File: config.mk
export PLATFORM = sky130hd
export DESIGN_NAME = mac_job_sequencer_flat
export DESIGN_NICKNAME = d
export VERILOG_FILES = /design/src/rtl/mac_job_sequencer_if.sv /design/src/rtl/mac_job_sequencer.sv /design/src/flat_wrapper.sv
export SDC_FILE = /design/constraint.sdc
export NUM_CORES = 1
export LEC_CHECK = 0
export CAP_MARGIN = 20
export CORE_ASPECT_RATIO = 1.5
export CORE_UTILIZATION = 40
export CTS_CLUSTER_DIAMETER = 30
export DETAILED_ROUTE_END_ITERATION = 12
export GPL_ROUTABILITY_DRIVEN = 0
export HOLD_SLACK_MARGIN = 0.02
export PLACE_DENSITY = 0.64
export SYNTH_ARGS = -nofsm -noshare
export SYNTH_HDL_FRONTEND = slang
export SYNTH_SLANG_ARGS = --single-unit
export TNS_END_PERCENT = 20
File: constraint.sdc
create_clock -name clk -period 6 [get_ports clk]
set_input_delay 1.5 -clock clk [delete_from_list [all_inputs] [get_ports clk]]
set_output_delay 1.5 -clock clk [all_outputs]
set_load 0.05 [all_outputs]
File: src/rtl/mac_job_sequencer_if.sv
// Host, MAC and result signals of the MAC job sequencer, bundled as one port.
// The master modport is the sequencer's view of the bus, and the slave modport is the view from the host and MAC side.
interface mac_job_sequencer_if #(
    parameter int DATA_W = 8,
    parameter int ACC_W  = 20,
    parameter int LEN_W  = 5
) ();
    logic              job_start;
    logic [LEN_W-1:0]  job_len;
    logic              in_valid;
    logic              in_ready;
    logic [DATA_W-1:0] in_a;
    logic [DATA_W-1:0] in_b;
    logic              mac_rst;
    logic              mac_go;
    logic              mac_stop;
    logic [DATA_W-1:0] mac_a;
    logic [DATA_W-1:0] mac_b;
    logic              mac_busy;
    logic              mac_done;
    logic [ACC_W-1:0]  mac_result;
    logic              res_valid;
    logic              res_ready;
    logic [ACC_W-1:0]  res_data;

    modport master (
        input  job_start, job_len, in_valid, in_a, in_b,
        input  mac_busy, mac_done, mac_result, res_ready,
        output in_ready, mac_rst, mac_go, mac_stop, mac_a, mac_b,
        output res_valid, res_data
    );

    modport slave (
        output job_start, job_len, in_valid, in_a, in_b,
        output mac_busy, mac_done, mac_result, res_ready,
        input  in_ready, mac_rst, mac_go, mac_stop, mac_a, mac_b,
        input  res_valid, res_data
    );
endinterface

File: src/rtl/mac_job_sequencer.sv
// Buffers one job of operand pairs and runs it through the MAC: clear, arm, stream, stop.
// The result is then returned on a valid/ready port.
module mac_job_sequencer #(
    parameter int DATA_W = 8,
    parameter int ACC_W  = 20,
    parameter int DEPTH  = 16,
    parameter int LEN_W  = 5,
    parameter int TMO    = 15
) (
    input  logic                clk,
    input  logic                rst,
    mac_job_sequencer_if.master bus,
    output logic                busy,
    output logic                err
);

    if (DEPTH >= (1 << LEN_W) || DEPTH < 1 || DATA_W < 1 || ACC_W < 1 || TMO < 1) begin : g_bad_params
        $error("mac_job_sequencer: illegal parameter combination");
    end

    localparam int AW = (DEPTH > 1) ? $clog2(DEPTH) : 1;
    localparam int TW = $clog2(TMO + 1);
    localparam logic [LEN_W-1:0] DEPTH_L  = LEN_W'(DEPTH);
    localparam logic [TW-1:0]    TMO_LAST = TW'(TMO - 1);

    localparam logic [2:0] S_IDLE   = 3'd0;
    localparam logic [2:0] S_FILL   = 3'd1;
    localparam logic [2:0] S_CLR    = 3'd2;
    localparam logic [2:0] S_ARM    = 3'd3;
    localparam logic [2:0] S_STREAM = 3'd4;
    localparam logic [2:0] S_STOP   = 3'd5;
    localparam logic [2:0] S_RESULT = 3'd6;

    logic [2:0]        state;
    logic [LEN_W-1:0]  len_q;
    logic [LEN_W-1:0]  wr_ptr;
    logic [LEN_W-1:0]  rd_ptr;
    logic [TW-1:0]     tmo_cnt;
    logic              abort_q;
    logic [ACC_W-1:0]  res_q;
    logic [DATA_W-1:0] mem_a [0:DEPTH-1];
    logic [DATA_W-1:0] mem_b [0:DEPTH-1];

    logic             len_ok;
    logic [LEN_W-1:0] last_idx;
    logic             tmo_hit;

    assign len_ok   = (bus.job_len != '0) && (bus.job_len <= DEPTH_L);
    assign last_idx = len_q - LEN_W'(1);
    assign tmo_hit  = (tmo_cnt == TMO_LAST);

    // NOTE: every register below is updated with <= so that all of them sample the pre-edge values.
    always_ff @(posedge clk or posedge rst) begin
        if (rst) begin
            state   <= S_IDLE;
            len_q   <= '0;
            wr_ptr  <= '0;
            rd_ptr  <= '0;
            tmo_cnt <= '0;
            abort_q <= 1'b0;
            res_q   <= '0;
            err     <= 1'b0;
        end else begin
            err <= 1'b0;
            case (state)
                S_IDLE: begin
                    if (bus.job_start) begin
                        if (len_ok) begin
                            len_q   <= bus.job_len;
                            wr_ptr  <= '0;
                            abort_q <= 1'b0;
                            state   <= S_FILL;
                        end else begin
                            err <= 1'b1;
                        end
                    end
                end
                S_FILL: begin
                    if (bus.in_valid) begin
                        wr_ptr <= wr_ptr + LEN_W'(1);
                        if (wr_ptr == last_idx) state <= S_CLR;
                    end
                end
                S_CLR: begin
                    // A timed-out job passes through CLR only to reset the MAC before going idle.
                    tmo_cnt <= '0;
                    rd_ptr  <= '0;
                    wr_ptr  <= '0;
                    state   <= abort_q ? S_IDLE : S_ARM;
                end
                S_ARM: begin
                    if (bus.mac_busy) begin
                        state <= S_STREAM;
                    end else if (tmo_hit) begin
                        err     <= 1'b1;
                        abort_q <= 1'b1;
                        state   <= S_CLR;
                    end else begin
                        tmo_cnt <= tmo_cnt + TW'(1);
                    end
                end
                S_STREAM: begin
                    rd_ptr <= rd_ptr + LEN_W'(1);
                    if (rd_ptr == last_idx) begin
                        tmo_cnt <= '0;
                        state   <= S_STOP;
                    end
                end
                S_STOP: begin
                    if (bus.mac_done) begin
                        res_q <= bus.mac_result;
                        state <= S_RESULT;
                    end else if (tmo_hit) begin
                        err     <= 1'b1;
                        abort_q <= 1'b1;
                        state   <= S_CLR;
                    end else begin
                        tmo_cnt <= tmo_cnt + TW'(1);
                    end
                end
                S_RESULT: begin
                    if (bus.res_ready) state <= S_IDLE;
                end
                default: state <= S_IDLE;
            endcase
        end
    end

    // NOTE: the operand buffer has no reset; it is flushed by clearing the pointers, and stale entries are never read.
    always_ff @(posedge clk) begin
        if (state == S_FILL && bus.in_valid) begin
            mem_a[wr_ptr[AW-1:0]] <= bus.in_a;
            mem_b[wr_ptr[AW-1:0]] <= bus.in_b;
        end
    end

    // NOTE: each output gets a default before the conditional assignment, so no latch is inferred.
    always_comb begin
        bus.mac_a    = '0;
        bus.mac_b    = '0;
        bus.mac_stop = 1'b0;
        if (state == S_STREAM) begin
            bus.mac_a    = mem_a[rd_ptr[AW-1:0]];
            bus.mac_b    = mem_b[rd_ptr[AW-1:0]];
            bus.mac_stop = (rd_ptr == last_idx);
        end
    end

    assign bus.in_ready  = (state == S_FILL);
    assign bus.mac_rst   = rst | (state == S_CLR);
    assign bus.mac_go    = (state == S_ARM);
    assign bus.res_valid = (state == S_RESULT);
    assign bus.res_data  = res_q;
    assign busy          = (state != S_IDLE);

endmodule

File: src/flat_wrapper.sv
// flat-port wrapper written by rule: the top's interface ports become plain ports
module mac_job_sequencer_flat 
#(
    parameter int DATA_W = 8,
    parameter int ACC_W  = 20,
    parameter int DEPTH  = 16,
    parameter int LEN_W  = 5,
    parameter int TMO    = 15
)
  (clk, rst, busy, err, bus_job_start, bus_job_len, bus_in_valid, bus_in_a, bus_in_b, bus_mac_busy, bus_mac_done, bus_mac_result, bus_res_ready, bus_in_ready, bus_mac_rst, bus_mac_go, bus_mac_stop, bus_mac_a, bus_mac_b, bus_res_valid, bus_res_data);
  mac_job_sequencer_if #(.DATA_W(DATA_W), .ACC_W(ACC_W), .LEN_W(LEN_W)) bus_i ();
  input  logic clk;
  input  logic rst;
  output logic busy;
  output logic err;
  input wire logic [$bits(bus_i.job_start)-1:0] bus_job_start;
  input wire logic [$bits(bus_i.job_len)-1:0] bus_job_len;
  input wire logic [$bits(bus_i.in_valid)-1:0] bus_in_valid;
  input wire logic [$bits(bus_i.in_a)-1:0] bus_in_a;
  input wire logic [$bits(bus_i.in_b)-1:0] bus_in_b;
  input wire logic [$bits(bus_i.mac_busy)-1:0] bus_mac_busy;
  input wire logic [$bits(bus_i.mac_done)-1:0] bus_mac_done;
  input wire logic [$bits(bus_i.mac_result)-1:0] bus_mac_result;
  input wire logic [$bits(bus_i.res_ready)-1:0] bus_res_ready;
  output wire logic [$bits(bus_i.in_ready)-1:0] bus_in_ready;
  output wire logic [$bits(bus_i.mac_rst)-1:0] bus_mac_rst;
  output wire logic [$bits(bus_i.mac_go)-1:0] bus_mac_go;
  output wire logic [$bits(bus_i.mac_stop)-1:0] bus_mac_stop;
  output wire logic [$bits(bus_i.mac_a)-1:0] bus_mac_a;
  output wire logic [$bits(bus_i.mac_b)-1:0] bus_mac_b;
  output wire logic [$bits(bus_i.res_valid)-1:0] bus_res_valid;
  output wire logic [$bits(bus_i.res_data)-1:0] bus_res_data;
  assign bus_i.job_start = bus_job_start;
  assign bus_i.job_len = bus_job_len;
  assign bus_i.in_valid = bus_in_valid;
  assign bus_i.in_a = bus_in_a;
  assign bus_i.in_b = bus_in_b;
  assign bus_i.mac_busy = bus_mac_busy;
  assign bus_i.mac_done = bus_mac_done;
  assign bus_i.mac_result = bus_mac_result;
  assign bus_i.res_ready = bus_res_ready;
  assign bus_in_ready = bus_i.in_ready;
  assign bus_mac_rst = bus_i.mac_rst;
  assign bus_mac_go = bus_i.mac_go;
  assign bus_mac_stop = bus_i.mac_stop;
  assign bus_mac_a = bus_i.mac_a;
  assign bus_mac_b = bus_i.mac_b;
  assign bus_res_valid = bus_i.res_valid;
  assign bus_res_data = bus_i.res_data;
  mac_job_sequencer #(.DATA_W(DATA_W), .ACC_W(ACC_W), .DEPTH(DEPTH), .LEN_W(LEN_W), .TMO(TMO)) u_core (.clk(clk), .rst(rst), .bus(bus_i), .busy(busy), .err(err));
endmodule
=== Word-level counts from Yosys, hierarchy flattened ===
Memories as Yosys holds them, arrays and structs flattened.
Cells that the tools add are included.

* $add $sub $neg: 4
* Order comparisons: 1
* Equal/unequal tests: 17
* Mux-type cells: 38
* Bitwise gates (word level): 1
* Reduce and logical (&&, ||, !) cells: 15

{| class="wikitable"
|+ Operator list
! cell !! number
|-
| 3-bit 2-to-1 mux || 9
|-
| 3-bit one-hot mux with 7 select lines || 1
|-
| 4-bit 2-to-1 mux || 4
|-
| 8-bit 2-to-1 mux || 2
|-
| 4-bit one-hot mux with 4 select lines || 1
|-
| 5-bit 2-to-1 mux || 3
|-
| 5-bit one-hot mux with 3 select lines || 1
|-
| 1-bit 2-to-1 mux || 13
|-
| 5-bit by 1-bit adder with 5-bit output (second input constant) || 2
|-
| 5-bit equality test || 2
|-
| 2-bit != test (second input constant) || 5
|-
| 5-bit one-hot mux with 2 select lines || 1
|-
| 3-bit equality test (second input constant) || 3
|-
| 3-bit nonzero test || 3
|-
| 4-bit AND reduction || 2
|-
| 3-bit by 2-bit equality test with 1-bit output (second input constant) || 2
|-
| 2-bit by 1-bit != test with 1-bit output (second input constant) || 3
|-
| 1-bit one-hot mux with 3 select lines || 2
|-
| 6-bit AND reduction || 1
|-
| 5-bit <= comparator (second input constant) || 1
|-
| 5-bit AND reduction || 1
|-
| 5-bit nonzero test || 1
|-
| 5-bit by 1-bit subtractor with 5-bit output (second input constant) || 1
|-
| 4-bit by 1-bit adder with 4-bit output (second input constant) || 1
|-
| 10 further kinds || 11
|}

* Register bits after elaboration: 44
* RAM bits: 256
* Input bits: 48
* Output and inout port bits: 43
* Memories: 2

{| class="wikitable"
|+ Memory list
! memory !! words !! bits a word !! rd ports !! clocked after memory_dff !! write ports !! line !! RTL
|-
| u_core.mem_a || 16 || 8 || 1 || 0 || 1 || mac_job_sequencer.sv:41 || <nowiki>logic [DATA_W-1:0] mem_a [0:DEPTH-1];</nowiki>
|-
| u_core.mem_b || 16 || 8 || 1 || 0 || 1 || mac_job_sequencer.sv:42 || <nowiki>logic [DATA_W-1:0] mem_b [0:DEPTH-1];</nowiki>
|}

=== Logic depth before layout (Yosys ltp) ===
* Depth in word-level cells: 5
* Mapped depth: 8

=== Worst setup path after synthesis ===
OpenSTA, ideal clock, no wires.

* Kind: input-to-output
* Start point: input port rst
* End point: output port bus_mac_rst
* Arrival time: 3073 ps
* Required time: 4500 ps
* Path slack: 1427 ps
* Stages on the path: 2
* Path through: inv_1 -> nand2_1

* Word-level cells in the longest chain between the ends: 1

{| class="wikitable"
|+ Ends and longest elaborated chain
! what !! line !! RTL
|-
| start: declaration || flat_wrapper.sv:13 || <nowiki>input logic rst;</nowiki>
|-
| 1-bit OR || mac_job_sequencer.sv:150 || <nowiki>assign bus.mac_rst = rst | (state == S_CLR);</nowiki>
|-
| end: declaration || flat_wrapper.sv:26 || <nowiki>output wire logic [$bits(bus_i.mac_rst)-1:0] bus_mac_rst;</nowiki>
|}

No other way between the ends.

=== Final worst setup path ===
* Start point: register u_core.rd_ptr[0]
* End point: output port bus_mac_b[2]

* Word-level cells in the longest chain between the ends: 2

{| class="wikitable"
|+ Ends and longest elaborated chain
! what !! line !! RTL
|-
| start: declaration || mac_job_sequencer.sv:37 || <nowiki>logic [LEN_W-1:0] rd_ptr;</nowiki>
|-
| start signal: assignment || mac_job_sequencer.sv:103 || <nowiki>rd_ptr <= rd_ptr + LEN_W'(1);</nowiki>
|-
| memory read 16 x 8 bit || n/a ||
|-
| 8-bit 2-to-1 mux || mac_job_sequencer.sv:142 || <nowiki>if (state == S_STREAM) begin</nowiki>
|-
| end: declaration || flat_wrapper.sv:30 || <nowiki>output wire logic [$bits(bus_i.mac_b)-1:0] bus_mac_b;</nowiki>
|}

No other way between the ends.

==> metrics.txt <==
setup repair after global routing missed its margin false; busiest layer in global routing met2; flops & latches, synth 300; cell type with the highest aggregate area in the netlist edfxtp_1; vertical die dimension about 220 um; area share of the largest cell type after synthesis 62.4%; cell breakdown of the critical path buf_4 > mux4_2 > mux4_2 > and2_1 > clkdlybuf4s50_1; via count ~6500; Worst Setup Slack, final about 0.81 ns; worst path bufs/invs 2; cell types with the highest counts after synthesis edfxtp_1 (256), mux4_2 (76), dfrtp_1 (44); GRT Resource Usage Total approximately 18%; average detailed-routed wire length per instance ~23 um; Crit path required time about 4.5 ns; cts bufs inserted 40; clock network latency to the later pin of the worst-skew pair 0.56 ns; area taken by multi-input logic gates between 0.003 and 0.004 sq mm; slew at the pin with the worst max-slew slack 1.06 ns; Die Wd 145 um; largest voltage drop on the vdd net 0.000256 V; maximum fanout along the worst path 35; via count normalized by instance count roughly 5.4; initial antenna violation count 0; sequential area share after synthesis a little under three quarters; clock root buffer clkbuf_16; count of distinct cell types in the synthesized netlist 54; mapped cell area 0.0123 sq mm; most frequent cell on the critical path mux4_2; Min Clock Period, post-route 5.19 ns; portion of the clock cycle consumed by the worst path in the final layout around 86%; Psw approximately 2.4 mW; wire length of the first global-routing pass between 40000 and 50000 um; overall die area 0.0315 sq mm; post-placement setup slack about 1.3 ns; number of optimization iterations in the first detailed-route pass 4; crit path launch type flop; maximum achievable frequency ~190 MHz; Final Hold Vio Count 0; Longest Clk Path Bufs 3; HPWL reported at the end of detailed placement around 17000 um; starting utilization of the core area between 40% and 50%; Logic pwr share 30.7%; sum of overflow across all layers after global routing 0; initial drt markers around 470; Switching Share 32.8%; layout cells sized above 1 around 27%; global-route track usage on met1 21.3%; Critical Path Max Stage Delay about 0.9 ns; total of warnings raised by yosys 0; Clk network pwr share between 30% and 40%; count of port buffers added during placement 90; status finished, final reports clean; number of fillers in the final layout 2437; Seq pwr share between 30 and 40%; ANT cells 0; number of placement rows around 80; setup violation total in the final timing report 0; fin. max-slew vios 0; via count of the first global-routing pass 7069; count leader, synth edfxtp_1; share of flip-flops with an asynchronous set or reset roughly 15%; sum of negative setup slack 0 ns; clock tree from TritonCTS done; nature of the critical path endpoint primary output; antenna viol nets, final 0; ys flop type edfxtp_1; pwr/cell area 486 mW/mm^2; ranking of synthesized cells by area edfxtp_1 (62%), mux4_2 (14%), dfrtp_1 (8.9%); Sink Count 300; syn nets between 600 and 700; type of the tightest min-delay check flop to flop; count of H-tree levels built during CTS 2; DRC viols 0; MaxCap Viol Count 0; internal power slightly below 5 mW; quantity of gates resized following cts 0; CTS Hold Bufs 0; clock skew after layout ~0.032 ns; clock slew at reported path FFs about 0.06 ns; Slew Limit Headroom roughly 29%; final standard cell utilization of the core between 50 and 60%; area of all sequential standard cells between 0.008 and 0.009 sq mm; post-synthesis cell count between 600 and 700; Slowest cell on crit path dfrtp_4; family of cells with the greatest summed delay on the critical path buffers and inverters; area of the core a little over 0.03 sq mm; I/O pin cnt 91; Post-synth EDFFs about 260; maximum number of pins on one net before global-route repair between 40 and 50; area grow syn2layout 23.5%; mean area per synthesized cell between 15 and 20 sq um; global routing met2 resource utilization between 30% and 40%; Worst Setup Path Type flop to primary output; global-route met3 utilization roughly 3.2%; Final Net Count slightly above 800; post-CTS repair timing setup buffer count 0; arrival time reported for the critical path endpoint about 3.7 ns; final WL ~28000 um; total leakage power around 5.1 nW
## layout make-up
type | count | area share, %
Multi-Input combinational cell | 295 | 21.9
Clock inverter | 34 | 2.71
Timing Repair Buffer | 117 | 7.41
Sequential cell | 300 | 57.8
Tap cell | 400 | 3.29
Clock buffer | 40 | 6.58
Inverter | 13 | 0.321
## sequential cells by signal (all words and copies together), names as in the netlist
register,flops
u_core.bus.res_data,20
u_core.len_q,5
u_core.rd_ptr,5
u_core.state,3
u_core.mem_a,128
u_core.abort_q,1
u_core.wr_ptr,5
u_core.tmo_cnt,4
u_core.err,1
u_core.mem_b,128
## final timing paths
check	slack [ns]	cells after the start	startpoint	end
setup / recovery	0.81	5	u_core.rd_ptr[0]	bus_mac_b[2]
hold / removal	0.50	1	u_core.bus.res_data[19]	u_core.bus.res_data[19]
setup reg to reg	2.92	7	u_core.state[1]	u_core.mem_b[3][5]
hold reg to reg	0.50	1	u_core.bus.res_data[19]	u_core.bus.res_data[19]
max in group asynchronous	4.11	3	rst	u_core.rd_ptr[0]
min in group asynchronous	1.45	3	rst	u_core.rd_ptr[1]
## routing by layer
metal  wire [um]  vias to the layer above
met5           0                        -
met3        1390                       53
met4         871                        0
met2       14700                      199
li1            -                     2850
met1       10500                     3393
## cells by family (layout without fill, tap and decap cells)
family | count (synthesis) | after routing | share of synthesized area, %
and+or+nand+nor | 111 | 111 | 4.72
adders and majority gates | 10 | 10 | 1.02
xor gates and xnor gates | 14 | 14 | 0.995
AOI/OAI and AO/OA | 51 | 51 | 2.77
muxes | 109 | 109 | 17.4
DFF | 300 | 300 | 71.3
buffers and inverters | 45 | 204 | 1.84
## power by group through the flow
stage	Combinational, mW	Sequential [mW]	Clock (mW)
after floorplan	1.55	2.77	0
after global placement	2.24	2.69	0
after detailed placement	2.28	2.70	0
after CTS	2.29	2.66	2.51
after global routing	2.41	2.69	2.57
final	2.27	2.66	2.46
## per-stage QoR
stage | total power [mW] | hold slack [ns] | cell area, sq um | cells
after floorplan | 4.31 | 0.465 | 12300 | 640
after global placement | 4.93 | 0.486 | 13800 | 1123
after detailed placement | 4.98 | 0.493 | 13800 | 1123
after CTS | 7.46 | 0.500 | 15200 | 1197
after global routing | 7.67 | 0.530 | 15200 | 1199
final | 7.39 | 0.503 | 15200 | 1199
## layout by cell type, fill, tap and decap left out, types with 4 or more instances in the layout
| master | n |
|---|---|
| and2_1 | 19 |
| clkbuf_16 | 40 |
| nor2_1 | 17 |
| clkdlybuf4s50_1 | 90 |
| inv_6 | 7 |
| mux2_2 | 25 |
| mux4_2 | 76 |
| ha_1 | 10 |
| xor2_1 | 5 |
| clkinvlp_4 | 5 |
| nor3_1 | 6 |
| and3_1 | 5 |
| bufinv_16 | 6 |
| clkinv_4 | 6 |
| nand2b_1 | 5 |
| a21oi_1 | 7 |
| nand3_1 | 13 |
| xnor2_1 | 9 |
| nand3b_1 | 5 |
| buf_4 | 24 |
| nand2_1 | 22 |
| mux2i_1 | 4 |
| o21ai_0 | 15 |
| edfxtp_1 | 256 |
| nor3_2 | 6 |
| inv_1 | 11 |
| mux4_1 | 4 |
| dfrtp_1 | 42 |
| clkinv_2 | 5 |
Note: power is estimated with default switching activity, not from simulation.
